### src/rtl/uart_arb_pkg.sv
// Shared types and helpers for the UART transmit arbiter.
package uart_arb_pkg;

    // Arbiter states:
    //   IDLE   | no packet in progress, waiting for any requester
    //   HEADER | presenting the source-id header byte to the UART
    //   FETCH  | waiting for the granted requester to hand over a byte
    //   SEND   | presenting the held payload byte to the UART
    typedef enum logic [1:0] {
        IDLE   = 2'd0,
        HEADER = 2'd1,
        FETCH  = 2'd2,
        SEND   = 2'd3
    } arb_state_t;

    localparam logic [3:0] HEADER_MAGIC = 4'hA;

    // Cyclic successor of a requester index.
    function automatic int unsigned next_rr(input int unsigned ptr, input int unsigned n);
        return (ptr + 32'd1 >= n) ? 32'd0 : ptr + 32'd1;
    endfunction

endpackage

### src/rtl/rr_arbiter.sv
// Combinational cyclic-priority select: first requester at or after rr_ptr.
module rr_arbiter #(
    parameter int NUM_REQ = 4,
    parameter int IDX_W   = $clog2(NUM_REQ)
) (
    input  logic [NUM_REQ-1:0] req_valid,
    input  logic [IDX_W-1:0]   rr_ptr,
    output logic [IDX_W-1:0]   gnt_idx,
    output logic               any_req
);

    logic [IDX_W:0] idx;

    // Walk the ring starting at rr_ptr; the first active request wins.
    always_comb begin
        gnt_idx = '0;
        any_req = 1'b0;
        idx     = '0;
        for (int k = 0; k < NUM_REQ; k++) begin
            idx = {1'b0, rr_ptr} + (IDX_W+1)'(k);
            if (idx >= (IDX_W+1)'(NUM_REQ)) begin
                idx = idx - (IDX_W+1)'(NUM_REQ);
            end
            if (!any_req && req_valid[idx[IDX_W-1:0]]) begin
                any_req = 1'b1;
                gnt_idx = idx[IDX_W-1:0];
            end
        end
    end

endmodule

### src/rtl/uart_tx_arbiter.sv
// Round-robin sharing of one UART transmitter between NUM_REQ byte streams.
// Each packet is prefixed with a header byte {A, source id}; a cumulative
// stall watchdog and a payload length cap bound how long a source holds the link.
//
//   state  | meaning
//   IDLE   | no packet; pick next requester from rr_ptr
//   HEADER | header byte offered to UART
//   FETCH  | req_ready to granted source, waiting for its byte
//   SEND   | held payload byte offered to UART
module uart_tx_arbiter
    import uart_arb_pkg::*;
#(
    parameter int NUM_REQ  = 4,
    parameter int BITS_N   = 8,
    parameter int MAX_LEN  = 16,
    parameter int TIMEOUT  = 50_000,
    localparam int IDX_W   = $clog2(NUM_REQ)
) (
    input  logic                           clk,
    input  logic                           rst,
    input  logic [NUM_REQ-1:0]             req_valid,
    input  logic [NUM_REQ-1:0][BITS_N-1:0] req_data,
    input  logic [NUM_REQ-1:0]             req_last,
    output logic [NUM_REQ-1:0]             req_ready,
    output logic [BITS_N-1:0]              tx_data,
    output logic                           tx_valid,
    input  logic                           tx_ready,
    output logic [IDX_W-1:0]               grant_id,
    output logic                           busy,
    output logic                           timeout
);

    // Watchdog is a down-counter: loaded with TIMEOUT-1, abort at terminal count zero.
    localparam int WD_W = $clog2(TIMEOUT + 1);
    localparam logic [WD_W-1:0] WD_LOAD = WD_W'(TIMEOUT - 1);
    localparam logic [7:0] LEN_MAX = 8'(MAX_LEN);

    arb_state_t        state, state_nxt;
    logic [IDX_W-1:0]  rr_ptr;
    logic [IDX_W-1:0]  rr_after;
    logic [IDX_W-1:0]  gnt_idx;
    logic              any_req;
    logic [BITS_N-1:0] hold_data;
    logic              hold_last;
    logic [7:0]        byte_cnt;
    logic [7:0]        byte_cnt_inc;
    logic              at_max;
    logic [WD_W-1:0]   wd_rem;
    logic              timeout_q;

    logic grant_load, pkt_start, byte_take, byte_sent, pkt_done, wd_abort;

    rr_arbiter #(
        .NUM_REQ (NUM_REQ),
        .IDX_W   (IDX_W)
    ) u_rr (
        .req_valid (req_valid),
        .rr_ptr    (rr_ptr),
        .gnt_idx   (gnt_idx),
        .any_req   (any_req)
    );

    assign rr_after     = IDX_W'(next_rr(32'(grant_id), unsigned'(NUM_REQ)));
    assign byte_cnt_inc = byte_cnt + 8'd1;
    assign at_max       = (byte_cnt_inc >= LEN_MAX);

    // State register.
    always_ff @(posedge clk) begin
        if (rst) begin
            state <= IDLE;
        end else begin
            state <= state_nxt;
        end
    end

    // Next-state decode and per-cycle control strobes.
    always_comb begin
        state_nxt  = state;
        grant_load = 1'b0;
        pkt_start  = 1'b0;
        byte_take  = 1'b0;
        byte_sent  = 1'b0;
        pkt_done   = 1'b0;
        wd_abort   = 1'b0;
        case (state)
            IDLE: begin
                if (any_req) begin
                    grant_load = 1'b1;
                    state_nxt  = HEADER;
                end
            end
            HEADER: begin
                if (tx_ready) begin
                    pkt_start = 1'b1;
                    state_nxt = FETCH;
                end
            end
            FETCH: begin
                // A byte arriving on the expiry cycle still wins over the abort.
                if (req_valid[grant_id]) begin
                    byte_take = 1'b1;
                    state_nxt = SEND;
                end else if (wd_rem == '0) begin
                    wd_abort  = 1'b1;
                    state_nxt = IDLE;
                end
            end
            SEND: begin
                if (tx_ready) begin
                    byte_sent = 1'b1;
                    if (hold_last || at_max) begin
                        pkt_done  = 1'b1;
                        state_nxt = IDLE;
                    end else begin
                        state_nxt = FETCH;
                    end
                end
            end
            default: state_nxt = IDLE;
        endcase
    end

    // Grant register and round-robin pointer; pointer moves past the source when its packet ends.
    always_ff @(posedge clk) begin
        if (rst) begin
            grant_id <= '0;
            rr_ptr   <= '0;
        end else begin
            if (grant_load) begin
                grant_id <= gnt_idx;
            end
            if (pkt_done || wd_abort) begin
                rr_ptr <= rr_after;
            end
        end
    end

    // Hold register captures the accepted byte so tx_data stays stable during SEND.
    always_ff @(posedge clk) begin
        if (rst) begin
            hold_data <= '0;
            hold_last <= 1'b0;
        end else if (byte_take) begin
            hold_data <= req_data[grant_id];
            hold_last <= req_last[grant_id];
        end
    end

    // Payload byte counter, saturating at the length cap.
    always_ff @(posedge clk) begin
        if (rst) begin
            byte_cnt <= '0;
        end else if (pkt_start) begin
            byte_cnt <= '0;
        end else if (byte_sent && (byte_cnt != LEN_MAX)) begin
            byte_cnt <= byte_cnt_inc;
        end
    end

    // Stall watchdog: counts FETCH cycles without data, accumulated over the whole packet.
    always_ff @(posedge clk) begin
        if (rst) begin
            wd_rem <= WD_LOAD;
        end else if (pkt_start) begin
            wd_rem <= WD_LOAD;
        end else if ((state == FETCH) && !req_valid[grant_id] && (wd_rem != '0)) begin
            wd_rem <= wd_rem - WD_W'(1);
        end
    end

    // Timeout is registered so it is a clean one-cycle pulse after the abort edge.
    always_ff @(posedge clk) begin
        if (rst) begin
            timeout_q <= 1'b0;
        end else begin
            timeout_q <= wd_abort;
        end
    end

    // Byte presented to the UART is a pure function of state and registers.
    always_comb begin
        tx_data = '0;
        case (state)
            HEADER:  tx_data = BITS_N'({HEADER_MAGIC, 4'(grant_id)});
            SEND:    tx_data = hold_data;
            default: tx_data = '0;
        endcase
    end

    // One-hot accept strobe to the granted source while fetching.
    always_comb begin
        req_ready = '0;
        if (state == FETCH) begin
            req_ready[grant_id] = 1'b1;
        end
    end

    assign tx_valid = (state == HEADER) || (state == SEND);
    assign busy     = (state != IDLE);
    assign timeout  = timeout_q;

endmodule
### config.mk
export PLATFORM = sky130hd
export DESIGN_NAME = uart_tx_arbiter
export DESIGN_NICKNAME = d
export VERILOG_FILES = /design/src/rtl/uart_arb_pkg.sv /design/src/rtl/rr_arbiter.sv /design/src/rtl/uart_tx_arbiter.sv
export SDC_FILE = /design/constraint.sdc
export NUM_CORES = 1
export LEC_CHECK = 0
export BUFFER_PORTS_ARGS = -buffer_cell sky130_fd_sc_hd__clkbuf_2
export CAP_MARGIN = 40
export CORE_ASPECT_RATIO = 0.9
export CORE_MARGIN = 1.5
export CORE_UTILIZATION = 57
export DETAILED_ROUTE_END_ITERATION = 8
export PLACE_DENSITY = 0.85
export SLEW_MARGIN = 15
export SYNTH_ARGS = -nofsm -noshare
export SYNTH_HDL_FRONTEND = slang
export SYNTH_HIERARCHICAL = 1
export SYNTH_SLANG_ARGS = --single-unit
### constraint.sdc
create_clock -name clk -period 3.1 [get_ports clk]
set_clock_uncertainty 0.05 [all_clocks]
set_input_delay 0.31 -clock clk [delete_from_list [all_inputs] [get_ports clk]]
set_output_delay 0.31 -clock clk [all_outputs]
set_load 0.01 [all_outputs]
; Word-level counts from Yosys, hierarchy flattened
; Index checks and enable logic that the tools add are counted.
[word_totals]
regBits = 40
in_bits = 43
out_inout_bits = 17
word_cells = 109
[classes]
add_sub_neg = 10
magnitude_cmp = 12
eq_ne = 8
mux = 51
reduce_logical = 20
[ops]
columns = operator, n
row1 = $mux W2, 15
row2 = $mux W1, 24
row3 = $bmux W8 S2, 1
row4 = $logic_not A16 Y1, 1
row5 = $pmux W8 S2, 1
row6 = $reduce_bool A16 Y1, 1
row7 = $sub A16 B1 Y16 const B, 1
row8 = $lt A2 B3 Y1 const B, 5
row9 = $bmux W1 S2, 6
row10 = $ge A3 B3 Y1 const B, 4
row11 = $add A8 B1 Y8 const B, 1
row12 = $ge A8 B5 Y1 const B, 1
row13 = $mux W8, 1
row14 = $ne A8 B5 Y1 const B, 1
row15 = $pmux W2 S4, 1
row16 = $sub A2 B1 Y2 const B, 4
row17 = $logic_and A1 B1 Y1, 7
row18 = $add A2 B1 Y3 const B, 2
row19 = $add A2 B2 Y3 const B, 2
row20 = $ne A2 B2 Y1 const B, 3
row21 = $eq A2 B2 Y1 const B, 2
row22 = $logic_not A1 Y1, 4
row23 = $mux W4, 1
row24 = $reduce_and A4 Y1, 1
row25 = 9 further kinds, 11

; Logic depth before layout (Yosys ltp)
; Gate-level depths: netlist of run 1.
[depth]
word_depth = 16
mapped_depth = 8
ltp_nobuf = 7

; By module
; The synthesis of run 1 kept the hierarchy.
[by_module_without_submodules]
columns = mod, n_inst, cells_per_inst, area_per_inst_um2, seq_area_each_um2
row1 = uart_tx_arbiter, 1, 253, 2346.0, 800.8
row2 = rr_arbiter, 1, 15, 77.6, 0.0

; Worst setup path before layout of run 1
; No wires, ideal clock.
[synth_path]
kind = register -> register
start = register byte_cnt[0]
end = register rr_ptr[0]
setup_ns = 0.123
t_arrival_ns = 1.863
t_required_ns = 2.927
setup_slack_ns = 1.063
stages_incl_launch_ff = 7
path_buffers = 0
period_less_slack_ns = 2.037
cell_sequence = dfxtp_1 ha_1 and3_1 or4_1 and3_1 nor3_2 mux2_1
[synth_between]
elab_chain_len = 7
[synth_rtl]
columns = item, line_no
row1 = from (decl), uart_tx_arbiter.sv:45  ; logic [7:0] byte_cnt;
row2 = from (signal assigned), uart_tx_arbiter.sv:156  ; byte_cnt <= byte_cnt_inc;
row3 = $add A8 B1 Y8, uart_tx_arbiter.sv:64  ; assign byte_cnt_inc = byte_cnt + 8'd1;
row4 = $ge A8 B5 Y1, uart_tx_arbiter.sv:65  ; assign at_max = (byte_cnt_inc >= LEN_MAX);
row5 = $logic_or A1 B1 Y1, uart_tx_arbiter.sv:111  ; if (hold_last || at_max) begin
row6 = $mux W1, uart_tx_arbiter.sv:111
row7 = $mux W1, uart_tx_arbiter.sv:109  ; if (tx_ready) begin
row8 = $mux W1, uart_tx_arbiter.sv:85  ; case (state)
row9 = $logic_or A1 B1 Y1, uart_tx_arbiter.sv:132  ; if (pkt_done || wd_abort) begin
row10 = to (signal assigned), uart_tx_arbiter.sv:133  ; rr_ptr <= rr_after;
row11 = to (decl), uart_tx_arbiter.sv:39  ; logic [IDX_W-1:0] rr_ptr;
; No other way between the ends.
; A chain may end at the register's enable or synchronous reset.

; Final worst setup path of run 1
[layout_path]
start = register state[1]
end = register wd_rem[13]
[layout_between]
elab_chain_len = 3
elab_cells_between_ends = 6
classes_between = eq/ne: 2 / mux: 1 / reduce/logical: 3
[layout_rtl]
columns = item, line_no
row1 = from (decl), uart_tx_arbiter.sv:38  ; arb_state_t state, state_nxt;
row2 = from (signal assigned), uart_tx_arbiter.sv:72  ; state <= state_nxt;
row3 = $eq A2 B1 Y1 / $eq A2 B2 Y1 (equally long branches), "uart_tx_arbiter.sv:85, uart_tx_arbiter.sv:166"
row4 = $mux W1 / $logic_and A1 B1 Y1 (equally long branches), "uart_tx_arbiter.sv:85, uart_tx_arbiter.sv:166"
row5 = $reduce_or A2 Y1 (no line) / $logic_and A1 B1 Y1 (equally long branches), n/a
row6 = to (signal assigned), uart_tx_arbiter.sv:167  ; wd_rem <= wd_rem - WD_W'(1);
row7 = to (decl), uart_tx_arbiter.sv:48  ; logic [WD_W-1:0] wd_rem;
; Parallel ways exist; a longest one is shown, timed or not.

==> results.toml, run 1 <==
[status]
outcome = "finished, final reports clean"

[timing]
rsz0062_at_grt = "false"
report.final.slew_viol_count = 0
setup_viol = 0
slew_headroom_pct = 46.2
finalHoldViolations = 0
post-route-min-period_ns = 2.42
holdWs_ns = 0.247
tightestPinTransition_ns = 0.804
worst_slack_ns = 0.676
setup_tns_ns = 0
fmax_mhz = 413
post-route-period-util_pct = 78.2

[worst_setup_path]
cp_max_fo = 16
ff2ff_setup_slack_ns = 0.68
cp.depth = 5
slowest_stage = "dfxtp_1"
reg2reg_to = "wd_rem[13]"
crit_end = "wd_rem[13]"
critPathCaptureType = "flip-flop"
worst-setup-path-type = "reg2reg"
crit_buf_inv = 0
reg2reg_depth = 5
cp.required_ns = 3.27
cpPeakStageDelay_ns = 0.64
critPathTopFamily = "simple AND/OR/NAND/NOR gates"
crit_start = "state[1]"
path_cells = "or3b_1 > o22ai_2 > nand4_2 > or4_1 > a21oi_1"
start_kind = "flip-flop"
r2r_start = "state[1]"
arrival_ns = 2.60

[place]
io_buffer_count = 59
dpl.hpwl_mm = 3.93
gp_congestion = 0.814
post-place-ws_ns = 0.717
place_area_um2 = 2740

[synthesis]
synth-adder-area-share_pct = 4.13
syn_area_um2 = 2420
avgSynthCellArea_um2 = 9.04
post_synth_and_or_nand_nor_area_fraction_pct = 27.3
async_flop_share_pct = 0
syn-num-nets = 319
synth_xor_area_share_pct = 5.78
synth.distinct_cells = 54
synth-compound-area-share_pct = 10.0
ys.flop_type = "dfxtp_1"
synth-seq-cells = 40
synth_edf_count = 0
syn_inst = 268
synth-seq-area-share_pct = 33.0
synth.area.mux_share_pct = 15.2
yosysWarnings = 6
synth_top_family_by_area = "simple AND/OR/NAND/NOR gates"

[route]
wire_per_inst_um = 13.7
num_vias = 2136
drc = 0
first_pass_iters = 6
wl_mm = 5.11
viasPerCell = 5.74
drtIter0Drc = 142
ant_nets = 0

[grt]
top_usage_layer = "met2"
grt_max_degree = 21
use_met3_pct = 4.67
met2_usage_pct = 42.5
grt_overflow = 0
grt_pass1_wl_mm = 8.81
track_usage_pct = 23.5
use_met1_pct = 28.4
antenna_found_initial = 0
grt_pass1_vias = 2087

[layout]
fillers = 322
drive_above_1_share_pct = 28.7
nNetsFinal = 374
final_common_cell = "clkbuf_2"
final_cell_mix = "59 x clkbuf_2, 40 x dfxtp_1, 36 x nor2_1"
fin_area_um2 = 2830
multi_input_area_um2 = 1510
regArea_um2 = 801
antennaDiodeCount = 0
area_growth_syn_to_layout_pct = 16.7

[clock_network]
cts_buffer_depth = 2
clockRootBuffer = "clkbuf_8"
hold_buffers = 0
clock_latency_ns = 0.29
numCtsBuffers = 5
cts.sinks = 40
cts_tree = "done"
clk_pin_slew_ns = 0.08
post-cts-setup-buffers = 0
cts_max_level = 2
ctsResizeCount = 0

[floorplan]
die_x_um = 71.7
boundaryPins = 60
rows = 22
initial_core_util_pct = 59.5
dieArea_um2 = 4650
dieHeight_um = 64.9
core_um2 = 4070

[power_and_ir_drop]
peakVddDrop_mv = 0.165
powerDensity_nw_per_um2 = 364
cellLeakagePower_nw = 1.27

[worst_hold_path]
hold_class = "in2reg"
whs_path_depth = 2

[run]
maxCapViolations = 0
[where the power goes]
part,switching (W),total (W),internal [W]
clock,0.000177,0.000354,0.000178
sequential,0.0000123,0.000533,0.000521
combinational,0.0000699,0.000141,0.0000714
total,0.000259,0.00103,0.000770
[flip-flops by register name, indices dropped and copies added (netlist names)]
register	flops
state	2
hold_last	1
wd_rem	16
byte_cnt	8
hold_data	8
timeout	1
rr_ptr	2
grant_id	2
[cell type report]
| type | instances | share of cell area, % |
|---|---|---|
| Multi-Input combinational cell | 201 | 53.5 |
| Sequential cell | 40 | 28.3 |
| Timing Repair Buffer | 61 | 11.0 |
| Clock buffer | 6 | 2.92 |
| Tap cell | 48 | 2.12 |
| Inverter | 14 | 1.86 |
| Clock inverter | 2 | 0.354 |
[cells in the mapped netlist, types with 3 or more instances]
| cell | n | share of area (%) |
|---|---|---|
| nor2b_1 | 4 | 1.0 |
| nor3_1 | 5 | 1.0 |
| ha_1 | 8 | 4.1 |
| clkbuf_1 | 9 | 1.4 |
| nand3_1 | 7 | 1.4 |
| o21ai_0 | 6 | 1.2 |
| inv_1 | 13 | 2.0 |
| mux2i_1 | 12 | 5.0 |
| mux4_2 | 9 | 8.4 |
| xor2_1 | 12 | 4.3 |
| xnor2_1 | 4 | 1.4 |
| a21oi_1 | 13 | 2.7 |
| nand4_1 | 5 | 1.3 |
| and2_1 | 6 | 1.5 |
| or3_1 | 6 | 1.5 |
| nand2_1 | 11 | 1.7 |
| nor2_1 | 36 | 5.6 |
| nand2b_1 | 3 | 0.77 |
| or4_1 | 4 | 1.2 |
| and3_1 | 12 | 3.1 |
| dfxtp_1 | 40 | 33 |
[through the flow]
step / utilization [%] / instances / total power (W)
6_report: 69.4 / 372 / 0.00103
5_1_grt: 69.4 / 372 / 0.00107
4_1_cts: 69.4 / 372 / 0.00104
3_5_place_dp: 67.1 / 364 / 0.000687
3_3_place_gp: 67.1 / 364 / 0.000681
2_1_floorplan: - / 268 / 0.000634
[per-layer routing]
layer | wire length (µm) | share of wire (%)
met1 | 2260 | 44
met2 | 2600 | 51
met3 | 220 | 4.3
met4 | 39 | 0.76
met5 | 0 | 0
[worst min-delay path by stage]
| stage | start | end | slack, ns |
|---|---|---|---|
| after floorplan | hold_data[2] | hold_data[2] | 0.40 |
| after global placement | hold_data[2] | hold_data[2] | 0.42 |
| after detailed placement | wd_rem[10] | wd_rem[10] | 0.43 |
| after CTS | tx_ready | state[0] | 0.25 |
| after global routing | tx_ready | state[0] | 0.27 |
| final | tx_ready | state[0] | 0.25 |
[cells by family after synthesis]
logic type      Yosys count
compound gates           37
flops                    40
simple gates            115
fa+ha+maj                 8
mux                      25
xor+xnor                 16
buf+inv                  27
No activity file was read; power rests on OpenSTA's default activity.
==> run 2, diff against run 1 <==
Settings changed: CORE_UTILIZATION 57 to 48, PLACE_DENSITY 0.85 to 0.76.
Clock period 3.1 ns to 2.1 ns, I/O delays scaled along.
==> results.toml, run 2 (synthesized netlist as in run 1, its figures left out) <==
[grt]
track_usage_pct = 20.4
grt_max_degree = 21
use_met1_pct = 24.4
antenna_found_initial = 0
grt_overflow = 0
grt_pass1_wl_mm = 9.10
top_usage_layer = "met2"
met2_usage_pct = 35.6
grt_pass1_vias = 2056
use_met3_pct = 4.97

[route]
drc = 0
viasPerCell = 5.36
wl_mm = 5.25
first_pass_iters = 4
ant_nets = 0
drtIter0Drc = 59
wire_per_inst_um = 13.2
num_vias = 2138

[clock_network]
clock_latency_ns = 0.30
cts_buffer_depth = 2
clk_pin_slew_ns = 0.08
cts_tree = "done"
clockRootBuffer = "clkbuf_8"
post-cts-setup-buffers = 0
numCtsBuffers = 5
cts.sinks = 40
cts_max_level = 2

[place]
post-place-ws_ns = 0.0847
dpl.hpwl_mm = 3.91
io_buffer_count = 59
gp_congestion = 0.858
place_area_um2 = 2840

[floorplan]
initial_core_util_pct = 49.8
rows = 24
dieHeight_um = 70.4
core_um2 = 4860
dieArea_um2 = 5480
die_x_um = 77.9
boundaryPins = 60

[timing]
slew_headroom_pct = 72.0
worst_slack_ns = 0.0776
setup_tns_ns = 0
fmax_mhz = 494
rsz0062_at_grt = "false"
post-route-period-util_pct = 96.3
post-route-min-period_ns = 2.02
finalHoldViolations = 0
tightestPinTransition_ns = 0.416
setup_viol = 0
report.final.slew_viol_count = 0

[power_and_ir_drop]
p_sw_share_pct = 22.7
peakVddDrop_mv = 0.324
p_clk_share_pct = 42.5
pwr-share-seq_pct = 44.4
cellLeakagePower_nw = 1.35
power.internal_w = 0.00135
p_switching_w = 0.000398
powerDensity_nw_per_um2 = 584
power.share.combinational_pct = 13.0

[layout]
antennaDiodeCount = 0
reg.largest.list = "wd_rem: 16 flops, byte_cnt: 8 flops, hold_data: 8 flops"
final_cell_mix = "59 x clkbuf_2, 39 x dfxtp_1, 36 x nor2_1"
fin_area_um2 = 3000
max_flop_register = "wd_rem"
largest_register_ffs = 16
final_common_cell = "clkbuf_2"
final_core_util_pct = 61.6
area_growth_syn_to_layout_pct = 23.7
nNetsFinal = 385
drive_above_1_share_pct = 32.3

[worst_hold_path]
whs_path_depth = 2
min_to = "state[0]"
hp-start = "tx_ready"
hold_class = "in2reg"

[worst_setup_path]
cp_max_fo = 3
r2r_start = "byte_cnt[0]"
arrival_ns = 2.16
start_kind = "flip-flop"
cp.required_ns = 2.23
critPathCaptureType = "flip-flop"
reg2reg_to = "rr_ptr[0]"
ff2ff_setup_slack_ns = 0.08
worst-setup-path-type = "reg2reg"
reg2reg_depth = 6

[run]
maxCapViolations = 0

[status]
outcome = "finished, final reports clean"
run 2: what timing repair did:
| action | 4_1_cts | 5_1_grt |
|---|---|---|
| gates resized for setup | 0 | 7 |
| hold buffers | 0 | 0 |
| endpoints found under the setup margin | 0 | 1 |
run 2: how the worst max path moves through the flow:
stage | startpoint | endpoint | slack (ns) | cells after the start
2_1_floorplan | byte_cnt[0] | rr_ptr[0] | 0.06 | 6
3_3_place_gp | byte_cnt[0] | rr_ptr[0] | 0.13 | 6
3_5_place_dp | byte_cnt[0] | rr_ptr[0] | 0.08 | 6
4_1_cts | byte_cnt[0] | rr_ptr[0] | 0.05 | 6
5_1_grt | wd_rem[0] | rr_ptr[0] | 0.02 | 8
6_report | byte_cnt[0] | rr_ptr[0] | 0.08 | 6
run 2: per-layer routing:
metal / wire length (µm) / up-vias
li1: - / 1090
met1: 2380 / 1002
met2: 2590 / 36
met3: 189 / 10
met4: 83 / 0
met5: 0 / -
run 2: area by class of cell:
| type | count | area, µm² |
|---|---|---|
| clock buffers | 5 | 68.8 |
| clock inverters | 2 | 60.1 |
| fillers | 430 | 1870 |
| inverters | 14 | 52.6 |
| multi-input cells | 201 | 1540 |
| flip-flops and latches | 40 | 802 |
| well taps | 65 | 81.3 |
| repair buffers | 72 | 393 |
run 2: worst max-delay path, stage by stage, from the launching register on:
cell,delay [ns]
dfxtp_2,0.33
ha_1,0.21
and3_4,0.19
or4_4,0.42
and3_4,0.19
nor3_4,0.20
mux2_4,0.32
run 2: per-stage QoR:
stage / total power (W) / std cells / hold slack [ns]
detailed placement: 0.00102 / 392 / 0.430
global route: 0.00181 / 399 / 0.177
finish: 0.00175 / 399 / 0.156
floorplan: 0.000936 / 268 / 0.381
CTS: 0.00175 / 399 / 0.153
global placement: 0.00102 / 392 / 0.419
run 2: power groups by stage:
| stage | clock network (W) | logic [W] | registers [W] |
|---|---|---|---|
| after floorplan | 0 | 0.000140 | 0.000796 |
| after global placement | 0 | 0.000223 | 0.000794 |
| after detailed placement | 0 | 0.000228 | 0.000795 |
| after CTS | 0.000748 | 0.000229 | 0.000777 |
| after global routing | 0.000782 | 0.000253 | 0.000779 |
| final | 0.000744 | 0.000228 | 0.000777 |
==> run 3, diff against run 2 <==
Settings changed: PLACE_DENSITY 0.76 to 0.77.
==> results.toml, run 3 (synthesized netlist as in run 1, its figures left out) <==
[status]
outcome = "finished, final reports clean"

[floorplan]
rows = 24
dieHeight_um = 70.4
die_x_um = 77.9
initial_core_util_pct = 49.8
core_um2 = 4860
dieArea_um2 = 5480
boundaryPins = 60

[timing]
slew_headroom_pct = 71.6
finalHoldViolations = 0
rsz0062_at_grt = "false"
post-route-min-period_ns = 2.01
post-route-period-util_pct = 95.7
holdWs_ns = 0.154
report.final.slew_viol_count = 0
tightestPinTransition_ns = 0.423
fmax_mhz = 497
setup_viol = 0
setup_tns_ns = 0

[worst_setup_path]
critPathCaptureType = "flip-flop"
cp.required_ns = 2.23
reg2reg_depth = 6
cp_max_fo = 3
arrival_ns = 2.14
critPathTopFamily = "simple AND/OR/NAND/NOR gates"
cpMostUsedCell = "and3_1"
path_cells = "ha_1 > and3_1 > or4_1 > and3_1 > nor3_2 > mux2_1"
start_kind = "flip-flop"
cpPeakStageDelay_ns = 0.41
reg2reg_to = "rr_ptr[0]"
crit_buf_inv = 0
worst-setup-path-type = "reg2reg"
r2r_start = "byte_cnt[0]"
slowest_stage = "or4_1"
crit_start = "byte_cnt[0]"
ff2ff_setup_slack_ns = 0.09

[clock_network]
clock_latency_ns = 0.29
clk_pin_slew_ns = 0.08
numCtsBuffers = 5
cts.sinks = 40
clockRootBuffer = "clkbuf_8"
cts_max_level = 2
cts_buffer_depth = 2
cts_tree = "done"

[worst_hold_path]
hold_class = "in2reg"
whs_path_depth = 2
hp-start = "tx_ready"
min_to = "state[0]"

[place]
gp_congestion = 0.861
io_buffer_count = 59
dpl.hpwl_mm = 3.88

[power_and_ir_drop]
peakVddDrop_mv = 0.312
cellLeakagePower_nw = 1.36
powerDensity_nw_per_um2 = 565

[layout]
reg.largest.list = "wd_rem: 16 flops, byte_cnt: 8 flops, hold_data: 8 flops"
nNetsFinal = 389
regArea_um2 = 801
multi_input_area_um2 = 1520
final_cell_mix = "59 x clkbuf_2, 40 x dfxtp_1, 36 x nor2_1"
largest_register_ffs = 16
drive_above_1_share_pct = 31.9
antennaDiodeCount = 0
fillers = 428
final_common_cell = "clkbuf_2"
area_growth_syn_to_layout_pct = 23.9
max_flop_register = "wd_rem"

[route]
num_vias = 2112
drtIter0Drc = 93
wire_per_inst_um = 12.6
wl_mm = 5.11
ant_nets = 0
viasPerCell = 5.23
first_pass_iters = 4
drc = 0

[grt]
grt_pass1_vias = 1984
antenna_found_initial = 0
grt_overflow = 0
grt_pass1_wl_mm = 8.81
track_usage_pct = 19.7
grt_max_degree = 21

[run]
maxCapViolations = 0
run 3: cell count changes in the layout (fill, tap and decap cells not counted), moves of 2 or more:
cell      previous run  this run
and3_1              10        12
and3_4               2         0
buf_4               13        17
clkbuf_8             5         7
run 3: how the worst max path moves through the flow:
stage	cells after the start	end
final	6	rr_ptr[0]
after global routing	6	rr_ptr[0]
after floorplan	6	rr_ptr[0]
after global placement	6	rr_ptr[0]
after detailed placement	5	wd_rem[13]
after CTS	6	rr_ptr[0]
run 3: area by class of cell:
cell class | count | share of cell area, %
Timing Repair Buffer | 76 | 14.1
Clock buffer | 7 | 3.21
Inverter | 14 | 1.75
Tap cell | 65 | 2.71
Multi-Input combinational cell | 201 | 50.6
Clock inverter | 1 | 1.00
Sequential cell | 40 | 26.7
run 3: routing by layer:
metal | up-vias | routed length (µm) | global-route usage [%] | part of all wire (%)
li1 | 1103 | - | - | -
met5 | - | 0 | 0 | 0
met1 | 963 | 2420 | 25.5 | 47
met3 | 7 | 153 | 3.27 | 3.0
met2 | 39 | 2480 | 34.0 | 49
met4 | 0 | 53 | 4.76 | 1.0
run 3: timing repair:
item	in CTS	in global routing
endpoints found under the setup margin	0	2
hold buffers	0	0
resized for setup	0	1
setup buffers	0	5
run 3: per-stage QoR:
step	setup slack [ns]	instances	cell area, µm²	utilization (%)	total power [W]
floorplan	0.0633	268	2420	-	0.000936
global placement	0.133	391	2830	58.2	0.00102
detailed placement	0.0830	391	2830	58.2	0.00102
CTS	0.0813	399	2960	60.8	0.00170
global route	0.00279	404	3000	61.7	0.00177
finish	0.0894	404	3000	61.7	0.00170
run 3: power breakdown:
| part | total (W) | switching, W | internal (W) | leakage (nW) |
|---|---|---|---|---|
| Clock | 0.000691 | 0.000271 | 0.000419 | 0.0645 |
| Sequential | 0.000775 | 0.00000608 | 0.000769 | 0.323 |
| Combinational | 0.000230 | 0.000116 | 0.000114 | 0.970 |
| Total | 0.00170 | 0.000393 | 0.00130 | 1.36 |
